--- config.mk ---
export PLATFORM = sky130hd
export DESIGN_NAME = int_to_int_wb_collector
export DESIGN_NICKNAME = d
export VERILOG_FILES = /design/src/rtl/int_to_int_wb_collector.sv
export SDC_FILE = /design/constraint.sdc
export NUM_CORES = 1
export LEC_CHECK = 0
export CAP_MARGIN = 20
export CORE_ASPECT_RATIO = 0.75
export CORE_MARGIN = 3
export CORE_UTILIZATION = 45
export CTS_CLUSTER_SIZE = 20
export DETAILED_ROUTE_END_ITERATION = 10
export PLACE_DENSITY_LB_ADDON = 0.1
export SYNTH_ARGS = -nofsm -noshare
export SYNTH_HDL_FRONTEND = slang
export SYNTH_SLANG_ARGS = --single-unit
--- constraint.sdc ---
create_clock -name clk -period 10.9 [get_ports clk]
set_clock_uncertainty 0.1 [all_clocks]
set_input_delay 1.09 -clock clk [delete_from_list [all_inputs] [get_ports clk]]
set_output_delay 1.09 -clock clk [all_outputs]
set_load 0.01 [all_outputs]
--- src/rtl/int_to_int_wb_collector.sv ---
// ============================================================================
// Module: int_to_int_wb_collector
//
// Purpose:
//   Writeback collector on the output side of int_to_int_array. The array
//   streams result beats without stalling. This block captures every valid
//   beat and pairs low/high halves of 16-bit-destination results into one
//   full 128-bit word. It queues the finished words in a small FIFO that
//   drains through a valid/ready register-file write port.
//
// Optional feature (compile-time macro):
//   INTTOINT_WB_TIMEOUT_EN - when defined, a low-half partial that waits
//   HOLD_TIMEOUT idle cycles for its high half is flushed on its own with
//   mask 8'h55. When the macro is undefined, a partial leaves the hold
//   register only when another beat arrives or on reset.
//
// Parameters:
//   FIFO_DEPTH    - writeback queue entries (power of 2, >= 2)
//   HOLD_TIMEOUT  - idle cycles a partial may wait (timeout build only)
//
// Ports:
//   clk                in   1    system clock
//   rst                in   1    synchronous reset, active-high
//   dr_inttoint_d_out  in   128  converter result, lane0=[127:96]..lane3=[31:0]
//   cru_inttoint_out   in   7    echoed uop; bit6=vld, bit4=dst_prec, bit0=dst_pos
//   smc_id_in          in   5    tag of the current beat
//   wb_vld             out  1    queue head valid
//   wb_rdy             in   1    write port accepts the head entry
//   wb_data            out  128  head write data (zero when queue empty)
//   wb_mask            out  8    bit k enables wb_data[16k+15:16k]
//   wb_id              out  5    head tag
//   err_overflow       out  1    sticky: a word was dropped for lack of space
// ============================================================================
module int_to_int_wb_collector #(
    parameter int FIFO_DEPTH   = 4,
    parameter int HOLD_TIMEOUT = 8
) (
    input  logic         clk,
    input  logic         rst,
    input  logic [127:0] dr_inttoint_d_out,
    input  logic [6:0]   cru_inttoint_out,
    input  logic [4:0]   smc_id_in,
    output logic         wb_vld,
    input  logic         wb_rdy,
    output logic [127:0] wb_data,
    output logic [7:0]   wb_mask,
    output logic [4:0]   wb_id,
    output logic         err_overflow
);

    localparam int PW = (FIFO_DEPTH > 1) ? $clog2(FIFO_DEPTH) : 1;
    localparam int CW = $clog2(FIFO_DEPTH + 1);

    localparam logic [7:0] MASK_FULL = 8'hFF;
    localparam logic [7:0] MASK_HI   = 8'hAA;
    localparam logic [7:0] MASK_LO   = 8'h55;

    typedef enum logic {
        IDLE,
        HOLD
    } state_t;

    typedef struct packed {
        logic [127:0] data;
        logic [7:0]   mask;
        logic [4:0]   id;
    } entry_t;

    state_t       state_q;
    state_t       state_d;

    logic [127:0] hold_data;
    logic [4:0]   hold_id;

    entry_t       mem [FIFO_DEPTH];
    logic [PW-1:0] wr_ptr;
    logic [PW-1:0] rd_ptr;
    logic [CW-1:0] count;
    logic [CW-1:0] free;

    logic         beat;
    logic         is_full;
    logic         is_lo;
    logic         is_hi;
    logic         id_match;
    logic [127:0] merged;

    logic         pop;
    logic         push0_vld;
    logic         push1_vld;
    entry_t       push0_e;
    entry_t       push1_e;
    logic         acc0;
    logic         acc1;
    logic [1:0]   n_push;
    logic         do_latch;
    logic         timeout_fire;

    entry_t       head;

    // Only the valid, destination-precision and destination-position bits
    // steer the collector; the remaining echoed uop fields are don't-care.
    logic unused_cru_bits;
    assign unused_cru_bits = ^{cru_inttoint_out[5], cru_inttoint_out[3:1]};

    // Beat classification.
    assign beat     = cru_inttoint_out[6];
    assign is_full  = beat &&  cru_inttoint_out[4];
    assign is_lo    = beat && !cru_inttoint_out[4] && !cru_inttoint_out[0];
    assign is_hi    = beat && !cru_inttoint_out[4] &&  cru_inttoint_out[0];
    assign id_match = (smc_id_in == hold_id);

    // Pair merge: even halfwords come from the held low beat and odd
    // halfwords come from the arriving high beat.
    always_comb begin
        merged = '0;
        for (int k = 0; k < 8; k++) begin
            if ((k % 2) == 0) begin
                merged[16*k +: 16] = hold_data[16*k +: 16];
            end else begin
                merged[16*k +: 16] = dr_inttoint_d_out[16*k +: 16];
            end
        end
    end

    // Free slots are counted after this cycle's pop, so a full queue that is
    // being drained can still accept one new word.
    assign pop  = wb_vld && wb_rdy;
    assign free = CW'(FIFO_DEPTH) - count + CW'(pop);

`ifdef INTTOINT_WB_TIMEOUT_EN
    localparam int TW = (HOLD_TIMEOUT > 1) ? $clog2(HOLD_TIMEOUT + 1) : 1;

    logic [TW-1:0] hold_cnt;

    // The counter restarts whenever a low half is latched. It saturates at
    // the last idle cycle so that a flush blocked by a full queue is retried
    // every following cycle.
    always_ff @(posedge clk) begin
        if (rst) begin
            hold_cnt <= '0;
        end else if (do_latch) begin
            hold_cnt <= '0;
        end else if (state_q == HOLD && !beat &&
                     hold_cnt != TW'(HOLD_TIMEOUT - 1)) begin
            hold_cnt <= hold_cnt + TW'(1);
        end
    end

    assign timeout_fire = (state_q == HOLD) && !beat &&
                          (hold_cnt == TW'(HOLD_TIMEOUT - 1)) && (free != '0);
`else
    assign timeout_fire = 1'b0;
`endif

    // FSM state register.
    always_ff @(posedge clk) begin
        if (rst) begin
            state_q <= IDLE;
        end else begin
            state_q <= state_d;
        end
    end

    // FSM next-state logic. A low beat always leads to HOLD. Any other beat
    // in HOLD resolves the partial and returns to IDLE.
    always_comb begin
        state_d = state_q;
        unique case (state_q)
            IDLE: begin
                if (is_lo) begin
                    state_d = HOLD;
                end
            end
            HOLD: begin
                if (beat) begin
                    state_d = is_lo ? HOLD : IDLE;
                end else if (timeout_fire) begin
                    state_d = IDLE;
                end
            end
            default: state_d = IDLE;
        endcase
    end

    // FSM outputs: up to two push requests per cycle. A displaced partial is
    // always request 0, so it is never overtaken by the beat that flushed it.
    always_comb begin
        push0_vld = 1'b0;
        push1_vld = 1'b0;
        push0_e   = '0;
        push1_e   = '0;
        do_latch  = 1'b0;
        unique case (state_q)
            IDLE: begin
                if (is_full) begin
                    push0_vld = 1'b1;
                    push0_e   = '{data: dr_inttoint_d_out, mask: MASK_FULL, id: smc_id_in};
                end else if (is_hi) begin
                    push0_vld = 1'b1;
                    push0_e   = '{data: dr_inttoint_d_out, mask: MASK_HI, id: smc_id_in};
                end else if (is_lo) begin
                    do_latch  = 1'b1;
                end
            end
            HOLD: begin
                if (is_hi && id_match) begin
                    push0_vld = 1'b1;
                    push0_e   = '{data: merged, mask: MASK_FULL, id: hold_id};
                end else if (beat) begin
                    push0_vld = 1'b1;
                    push0_e   = '{data: hold_data, mask: MASK_LO, id: hold_id};
                    if (is_full) begin
                        push1_vld = 1'b1;
                        push1_e   = '{data: dr_inttoint_d_out, mask: MASK_FULL, id: smc_id_in};
                    end else if (is_hi) begin
                        push1_vld = 1'b1;
                        push1_e   = '{data: dr_inttoint_d_out, mask: MASK_HI, id: smc_id_in};
                    end else begin
                        do_latch  = 1'b1;
                    end
                end else if (timeout_fire) begin
                    push0_vld = 1'b1;
                    push0_e   = '{data: hold_data, mask: MASK_LO, id: hold_id};
                end
            end
            default: begin
                push0_vld = 1'b0;
            end
        endcase
    end

    // Space arbitration: the earlier request takes the first free slot, and
    // any request without room is dropped and flagged.
    assign acc0   = push0_vld && (free != '0);
    assign acc1   = push1_vld && (free >= CW'(2));
    assign n_push = {1'b0, acc0} + {1'b0, acc1};

    // Hold register for the pending low half.
    always_ff @(posedge clk) begin
        if (rst) begin
            hold_data <= '0;
            hold_id   <= '0;
        end else if (do_latch) begin
            hold_data <= dr_inttoint_d_out;
            hold_id   <= smc_id_in;
        end
    end

    // Queue storage. Accepted words occupy consecutive slots starting at the
    // write pointer; wrap-around comes from the pointer width.
    always_ff @(posedge clk) begin
        if (!rst) begin
            if (acc0) begin
                mem[wr_ptr] <= push0_e;
            end
            if (acc1) begin
                mem[wr_ptr + PW'(1)] <= push1_e;
            end
        end
    end

    // Queue pointers, occupancy and the sticky overflow flag.
    always_ff @(posedge clk) begin
        if (rst) begin
            wr_ptr       <= '0;
            rd_ptr       <= '0;
            count        <= '0;
            err_overflow <= 1'b0;
        end else begin
            wr_ptr <= wr_ptr + PW'(n_push);
            rd_ptr <= rd_ptr + PW'(pop);
            count  <= count + CW'(n_push) - CW'(pop);
            if ((push0_vld && !acc0) || (push1_vld && !acc1)) begin
                err_overflow <= 1'b1;
            end
        end
    end

    // Head presentation; the fields read as zero while the queue is empty.
    assign head    = mem[rd_ptr];
    assign wb_vld  = (count != '0);
    assign wb_data = wb_vld ? head.data : '0;
    assign wb_mask = wb_vld ? head.mask : '0;
    assign wb_id   = wb_vld ? head.id   : '0;

endmodule
==> Word-level counts from Yosys, hierarchy flattened <==
Memories as Yosys holds them, arrays and structs flattened. A register that Yosys moved wholly into a read port is not among the register bits.
Cells that the tools add are included.
{ "word_totals": {"memories": 1, "register_bits": 142, "ram_bits": 564} }
{ "memory_table": {"columns": ["name", "words", "word_bits", "rd", "rd_clocked_by_memory_dff", "wr", "line_no", "text"], "rows": [
  ["mem", 4, 141, 1, 1, 2, "75", "entry_t mem [FIFO_DEPTH];"]
]} }
{ "op_classes": {"n_addsub": 8, "n_bitwise": 1, "n_mux": 36, "n_eq_ne": 1, "magnitude_cmp": 1, "n_reduce_logical": 17} }
{ "op_table": {"columns": ["operator", "count"], "rows": [
  ["$mux W141", 7],
  ["$pmux W141 S2", 1],
  ["$mux W128", 1],
  ["$mux W1", 21],
  ["$logic_and A1 B1 Y1", 10],
  ["$mux W8", 1],
  ["$pmux W1 S2", 3],
  ["$reduce_bool A3 Y1", 2],
  ["$eq A5 B5 Y1", 1],
  ["$mux W5", 1],
  ["$logic_not A1 Y1", 4],
  ["$add A3 B1 Y3", 1],
  ["$add A3 B2 Y3", 1],
  ["$ge A3 B2 Y1 const B", 1],
  ["$sub A3 B1 Y3", 1],
  ["$sub A3 B3 Y3 const A", 1],
  ["$add A1 B1 Y2", 1],
  ["$add A2 B1 Y2", 1],
  ["$add A2 B1 Y2 const B", 1],
  ["$add A2 B2 Y2", 1],
  ["$mux W2", 1],
  ["$logic_or A1 B1 Y1", 1],
  ["$not A1 Y1", 1]
]} }

==> Longest topological paths before layout <==
{ "logic_depth": {"ltp_word": 12, "depth_mapped": 21, "ltp_nobuf": 18} }

==> Worst setup path after synthesis <==
No wires, ideal clock.
{ "synth_path": {"path_kind": "reg-to-reg", "start": "register count[2]", "end": "memory mem[2][0] (netlist name) (enable)", "slack_ns": 1.392, "stages_incl_launch_ff": 14, "setup_time_ns": 0.674, "t_arrival_ns": 8.734, "synth_period_minus_slack_ns": 9.508, "n_path_buf": 3, "cell_sequence": "dfxtp_1 > or3_1 > clkbuf_1 > clkbuf_1 > nand2_1 > ha_1 > inv_1 > ha_1 > xor2_1 > o21bai_1 > buf_2 > a21oi_1 > nand3_1 > a21oi_1"} }
{ "synth_lines": {"columns": ["element", "line_no", "text"], "rows": [
  ["start, declared", "78", "logic [CW-1:0] count;"],
  ["start signal, assigned", "273", "count <= count + CW'(n_push) - CW'(pop);"],
  ["end, declared", "75", null]
]} }

==> impl_metrics.prom <==
# TYPE chip_impl_metric gauge
chip_impl_info{name="status",value="complete, no violations"} 1
chip_impl_metric{name="post_drt_via_cell_ratio",unit=""} 6.41
chip_impl_info{name="crit_path_end_kind",value="output port"} 1
chip_impl_metric{name="wl_met2",unit="µm"} 48000
chip_impl_metric{name="p_int",unit="mW"} 5.67
chip_impl_metric{name="setup_tns",unit="ns"} 0
chip_impl_metric{name="power.clock.fraction",unit=""} 0.321
chip_impl_metric{name="post_synth_num_cell_types",unit=""} 39
chip_impl_info{name="most-common-layout-cells",value="sky130_fd_sc_hd__edfxtp_1, sky130_fd_sc_hd__nand2_1, sky130_fd_sc_hd__clkdlybuf4s50_1"} 1
chip_impl_metric{name="setup_ws",unit="ns"} 5.51
chip_impl_metric{name="grt_overflow",unit=""} 0
chip_impl_info{name="worst_path_cell_chain",value="buf_4 -> buf_4 -> mux4_2 -> and2_1 -> clkdlybuf4s50_1"} 1
chip_impl_metric{name="ir_drop",unit="µV"} 139
chip_impl_info{name="min_delay_worst_type",value="flip-flop to flip-flop"} 1
chip_impl_metric{name="layout.nets",unit=""} 2623
chip_impl_metric{name="power.density_cell_area",unit="nW/µm²"} 211
chip_impl_metric{name="detailedRoute.firstPassIterationCount",unit=""} 7
chip_impl_metric{name="place_area",unit="µm²"} 35100
chip_impl_metric{name="synth-warning-count",unit=""} 0
chip_impl_metric{name="switching_share",unit=""} 0.286
chip_impl_metric{name="grt_usage",unit=""} 0.264
chip_impl_metric{name="pwr-share-comb",unit=""} 0.288
chip_impl_metric{name="synth_area_per_cell",unit="µm²"} 13.7
chip_impl_metric{name="worst_ep_required",unit="ns"} 9.71
chip_impl_metric{name="critical_path_peak_fanout",unit=""} 36
chip_impl_metric{name="number_of_top_level_pins",unit=""} 286
chip_impl_metric{name="drt-initial-drc-count",unit=""} 2104
chip_impl_metric{name="static-leakage-power",unit="nW"} 11.7
chip_impl_metric{name="p_total",unit="mW"} 7.94
chip_impl_metric{name="final_max_slew_viols",unit=""} 0
chip_impl_metric{name="grt_pass1_wl",unit="µm"} 148000
chip_impl_metric{name="syn-instance-count",unit=""} 2323
chip_impl_metric{name="layoutNonFillerInstCount",unit=""} 3475
chip_impl_metric{name="die_w",unit="µm"} 313
chip_impl_metric{name="syn2layout_area_growth",unit="%"} 18.0
chip_impl_info{name="worst_hold_path.endpoint",value="hold_data[7]$_SDFFE_PP0P_"} 1
chip_impl_metric{name="synth_fp_nets",unit=""} 2475
chip_impl_metric{name="wire_per_inst",unit="µm"} 28.5
chip_impl_metric{name="crit_path_max_incr_delay",unit="ns"} 0.78
chip_impl_metric{name="core_region_area",unit="µm²"} 69300
chip_impl_metric{name="final-setup-viol-count",unit=""} 0
chip_impl_metric{name="routabilityCongestion",unit=""} 0.765
chip_impl_info{name="setup.worst_path.start_class",value="flip-flop"} 1
chip_impl_metric{name="detail-route-antenna-nets",unit=""} 0
chip_impl_metric{name="cts_hold_buf",unit=""} 0
chip_impl_metric{name="post_cts_resize_count",unit=""} 0
chip_impl_metric{name="buffer_ports.inserted",unit=""} 281
chip_impl_metric{name="postCtsSetupRepairBufs",unit=""} 0
chip_impl_metric{name="maxCapViolCount",unit=""} 0
chip_impl_metric{name="reg2reg_depth",unit=""} 13
chip_impl_metric{name="drt_drc_violations_left",unit=""} 0
chip_impl_info{name="ys_dominant_reg_cell",value="sky130_fd_sc_hd__edfxtp_1"} 1
chip_impl_metric{name="floorplan.initialDensity",unit=""} 0.460
chip_impl_metric{name="wl_met1",unit="µm"} 39400
chip_impl_info{name="tritoncts",value="built"} 1
chip_impl_metric{name="cts_buffers",unit=""} 72
chip_impl_metric{name="detailroute.wirelength.met3",unit="µm"} 9440
chip_impl_metric{name="cts_sinks",unit=""} 682
chip_impl_info{name="grt_setup_unrepaired",value="false"} 1
chip_impl_metric{name="post-dp-hpwl",unit="µm"} 50700
chip_impl_metric{name="cp.buffers_inverters",unit=""} 3
chip_impl_info{name="max_layer_used",value="met5"} 1
chip_impl_metric{name="worst_slew_margin_rel",unit=""} 0.228
chip_impl_info{name="min-delay-start",value="hold_data[7]$_SDFFE_PP0P_"} 1
chip_impl_metric{name="vias",unit=""} 22300
chip_impl_metric{name="insertion_delay",unit="ns"} 0.62
chip_impl_metric{name="ctsLongestPathBuffers",unit=""} 3
chip_impl_info{name="rr_endpoint",value="mem[2][117]$_DFFE_PP_"} 1
chip_impl_metric{name="reg2reg_setup_slack",unit="ns"} 5.65
chip_impl_metric{name="pwr-share-seq",unit=""} 0.392
chip_impl_metric{name="arrival",unit="ns"} 4.20
chip_impl_metric{name="layout_min_cycle_time",unit="ns"} 5.39
chip_impl_metric{name="filler_cell_count",unit=""} 5759
chip_impl_metric{name="place.detailed.instances",unit=""} 3332
chip_impl_metric{name="postLayoutCoreUtil",unit=""} 0.543
chip_impl_metric{name="worst_setup_hold_path_clk_slew",unit="ns"} 0.06
chip_impl_metric{name="worst-slew-pin-transition",unit="ns"} 1.16
chip_impl_metric{name="dieArea",unit="µm²"} 74100
chip_impl_metric{name="cts.htree.levels",unit=""} 3
chip_impl_metric{name="max_freq",unit="MHz"} 186
chip_impl_info{name="startpoint_of_the_worst_slack_reg_to_reg_timing_path",value="count[2]$_SDFF_PP0_"} 1
chip_impl_info{name="crit_family",value="buffers and inverters"} 1
chip_impl_metric{name="finalInstanceArea",unit="µm²"} 37600
chip_impl_metric{name="die_y",unit="µm"} 236
chip_impl_metric{name="period_share",unit=""} 0.494
chip_impl_metric{name="synth_edf_count",unit=""} 540
chip_impl_metric{name="synth-seq-cells",unit=""} 682
chip_impl_metric{name="power.net_switching",unit="mW"} 2.27
chip_impl_info{name="timing.setup.critical_path_class",value="flip-flop to output port"} 1
chip_impl_metric{name="largest_net_degree_at_the_start_of_global_routing",unit=""} 249
chip_impl_info{name="critical_path.most_common_cell",value="sky130_fd_sc_hd__buf_4"} 1
chip_impl_metric{name="place_worst_setup_slack",unit="ns"} 4.94
chip_impl_metric{name="grt_pass1_vias",unit=""} 22800
chip_impl_info{name="layout.cells.most_common",value="sky130_fd_sc_hd__edfxtp_1"} 1
chip_impl_metric{name="synthArstFlopShare",unit=""} 0
chip_impl_info{name="cts_root_buffer",value="sky130_fd_sc_hd__clkbuf_16"} 1
chip_impl_metric{name="standard_cell_row_count",unit=""} 83
chip_impl_metric{name="initial_antenna_violation_count",unit=""} 21
chip_impl_metric{name="drt-total-wl",unit="µm"} 99100
chip_impl_metric{name="layout-drive-gt1-share",unit=""} 0.126
chip_impl_metric{name="combined_area_of_all_synthesized_cells",unit="µm²"} 31900
chip_impl_info{name="cp_slowest_cell",value="sky130_fd_sc_hd__buf_4"} 1
chip_impl_metric{name="synth_seq_area_share",unit=""} 0.598
chip_impl_metric{name="hold_violations",unit=""} 0
chip_impl_metric{name="timing.hold.ws",unit="ns"} 0.353
chip_impl_metric{name="hold_path_depth",unit=""} 2
[logic make-up (layout without fill, tap and decap cells)]
logic type,after synthesis,count (layout),synth area share
compound gates,687,687,0.181
mux,143,143,0.0979
simple gates,531,531,0.0766
flops,682,682,0.598
fa+ha+maj,9,9,0.00377
buf+inv,260,468,0.0400
other cells,0,9,0
xor+xnor,11,11,0.00302
[Yosys cell counts (13+ instances only)]
| library cell | n | area share |
|---|---|---|
| sky130_fd_sc_hd__edfxtp_1 | 540 | 0.51 |
| sky130_fd_sc_hd__nand2_1 | 350 | 0.041 |
| sky130_fd_sc_hd__o2bb2ai_1 | 276 | 0.076 |
| sky130_fd_sc_hd__a32o_1 | 250 | 0.079 |
| sky130_fd_sc_hd__dfxtp_1 | 142 | 0.089 |
| sky130_fd_sc_hd__a21oi_1 | 140 | 0.022 |
| sky130_fd_sc_hd__and2_1 | 138 | 0.027 |
| sky130_fd_sc_hd__mux4_2 | 135 | 0.095 |
| sky130_fd_sc_hd__clkbuf_1 | 107 | 0.013 |
| sky130_fd_sc_hd__buf_2 | 105 | 0.016 |
| sky130_fd_sc_hd__buf_4 | 19 | 0.0045 |
| sky130_fd_sc_hd__buf_6 | 13 | 0.0046 |
[worst max-delay path by stage]
stage	cells after the start	slack, ns	from	endpoint
after floorplan	13	1.39	count[2]$_SDFF_PP0_	mem[2][0]$_DFFE_PP_
after global placement	8	5.00	cru_inttoint_out[4]	mem[2][120]$_DFFE_PP_
after detailed placement	8	4.94	cru_inttoint_out[4]	mem[2][120]$_DFFE_PP_
after CTS	5	5.32	rd_ptr[0]$_SDFF_PP0_	wb_mask[1]
after global routing	5	5.14	rd_ptr[0]$_SDFF_PP0_	wb_mask[3]
final	5	5.51	rd_ptr[0]$_SDFF_PP0_	wb_mask[1]
[power groups by stage]
stage               Clock, mW  Combinational [mW]  Sequential (mW)
floorplan                   0                1.24             3.16
global placement            0                2.31             3.16
detailed placement          0                2.31             3.17
CTS                      2.58                2.32             3.11
global route             2.69                2.44             3.13
finish                   2.54                2.28             3.11
[registers in the layout (all words and copies together), names as in the netlist]
| name | flops |
|---|---|
| err_overflow | 1 |
| state_q | 1 |
| mem | 540 |
| count | 3 |
| hold_id | 5 |
| rd_ptr | 2 |
| wr_ptr | 2 |
| hold_data | 128 |
[per-layer routing]
| metal | GRT usage | vias up |
|---|---|---|
| li1 | - | 9610 |
| met1 | 0.350 | 11400 |
| met2 | 0.439 | 1102 |
| met3 | 0.0625 | 176 |
| met4 | 0.0736 | 24 |
| met5 | 0 | - |
[worst reg2reg max path: cells and delay by family (launching register included)]
kind / cells / cell delay [ns]
fa+ha+maj: 2 / 0.38
flops: 1 / 0.40
buf+inv: 4 / 1.72
simple gates: 3 / 1.01
compound gates: 3 / 1.02
xor+xnor: 1 / 0.21
[area by class of cell]
class,instances,area [µm²],area share
tap,935,1170,0.0311
sequential,682,19100,0.507
multi-input combinational,1381,11700,0.311
antenna,9,22.5,0.000599
clock inverter,23,246,0.00656
timing repair buffer,325,3160,0.0840
clock buffer,111,2210,0.0587
inverter,9,33.8,0.000898
Power figures use the tool's default switching activity.
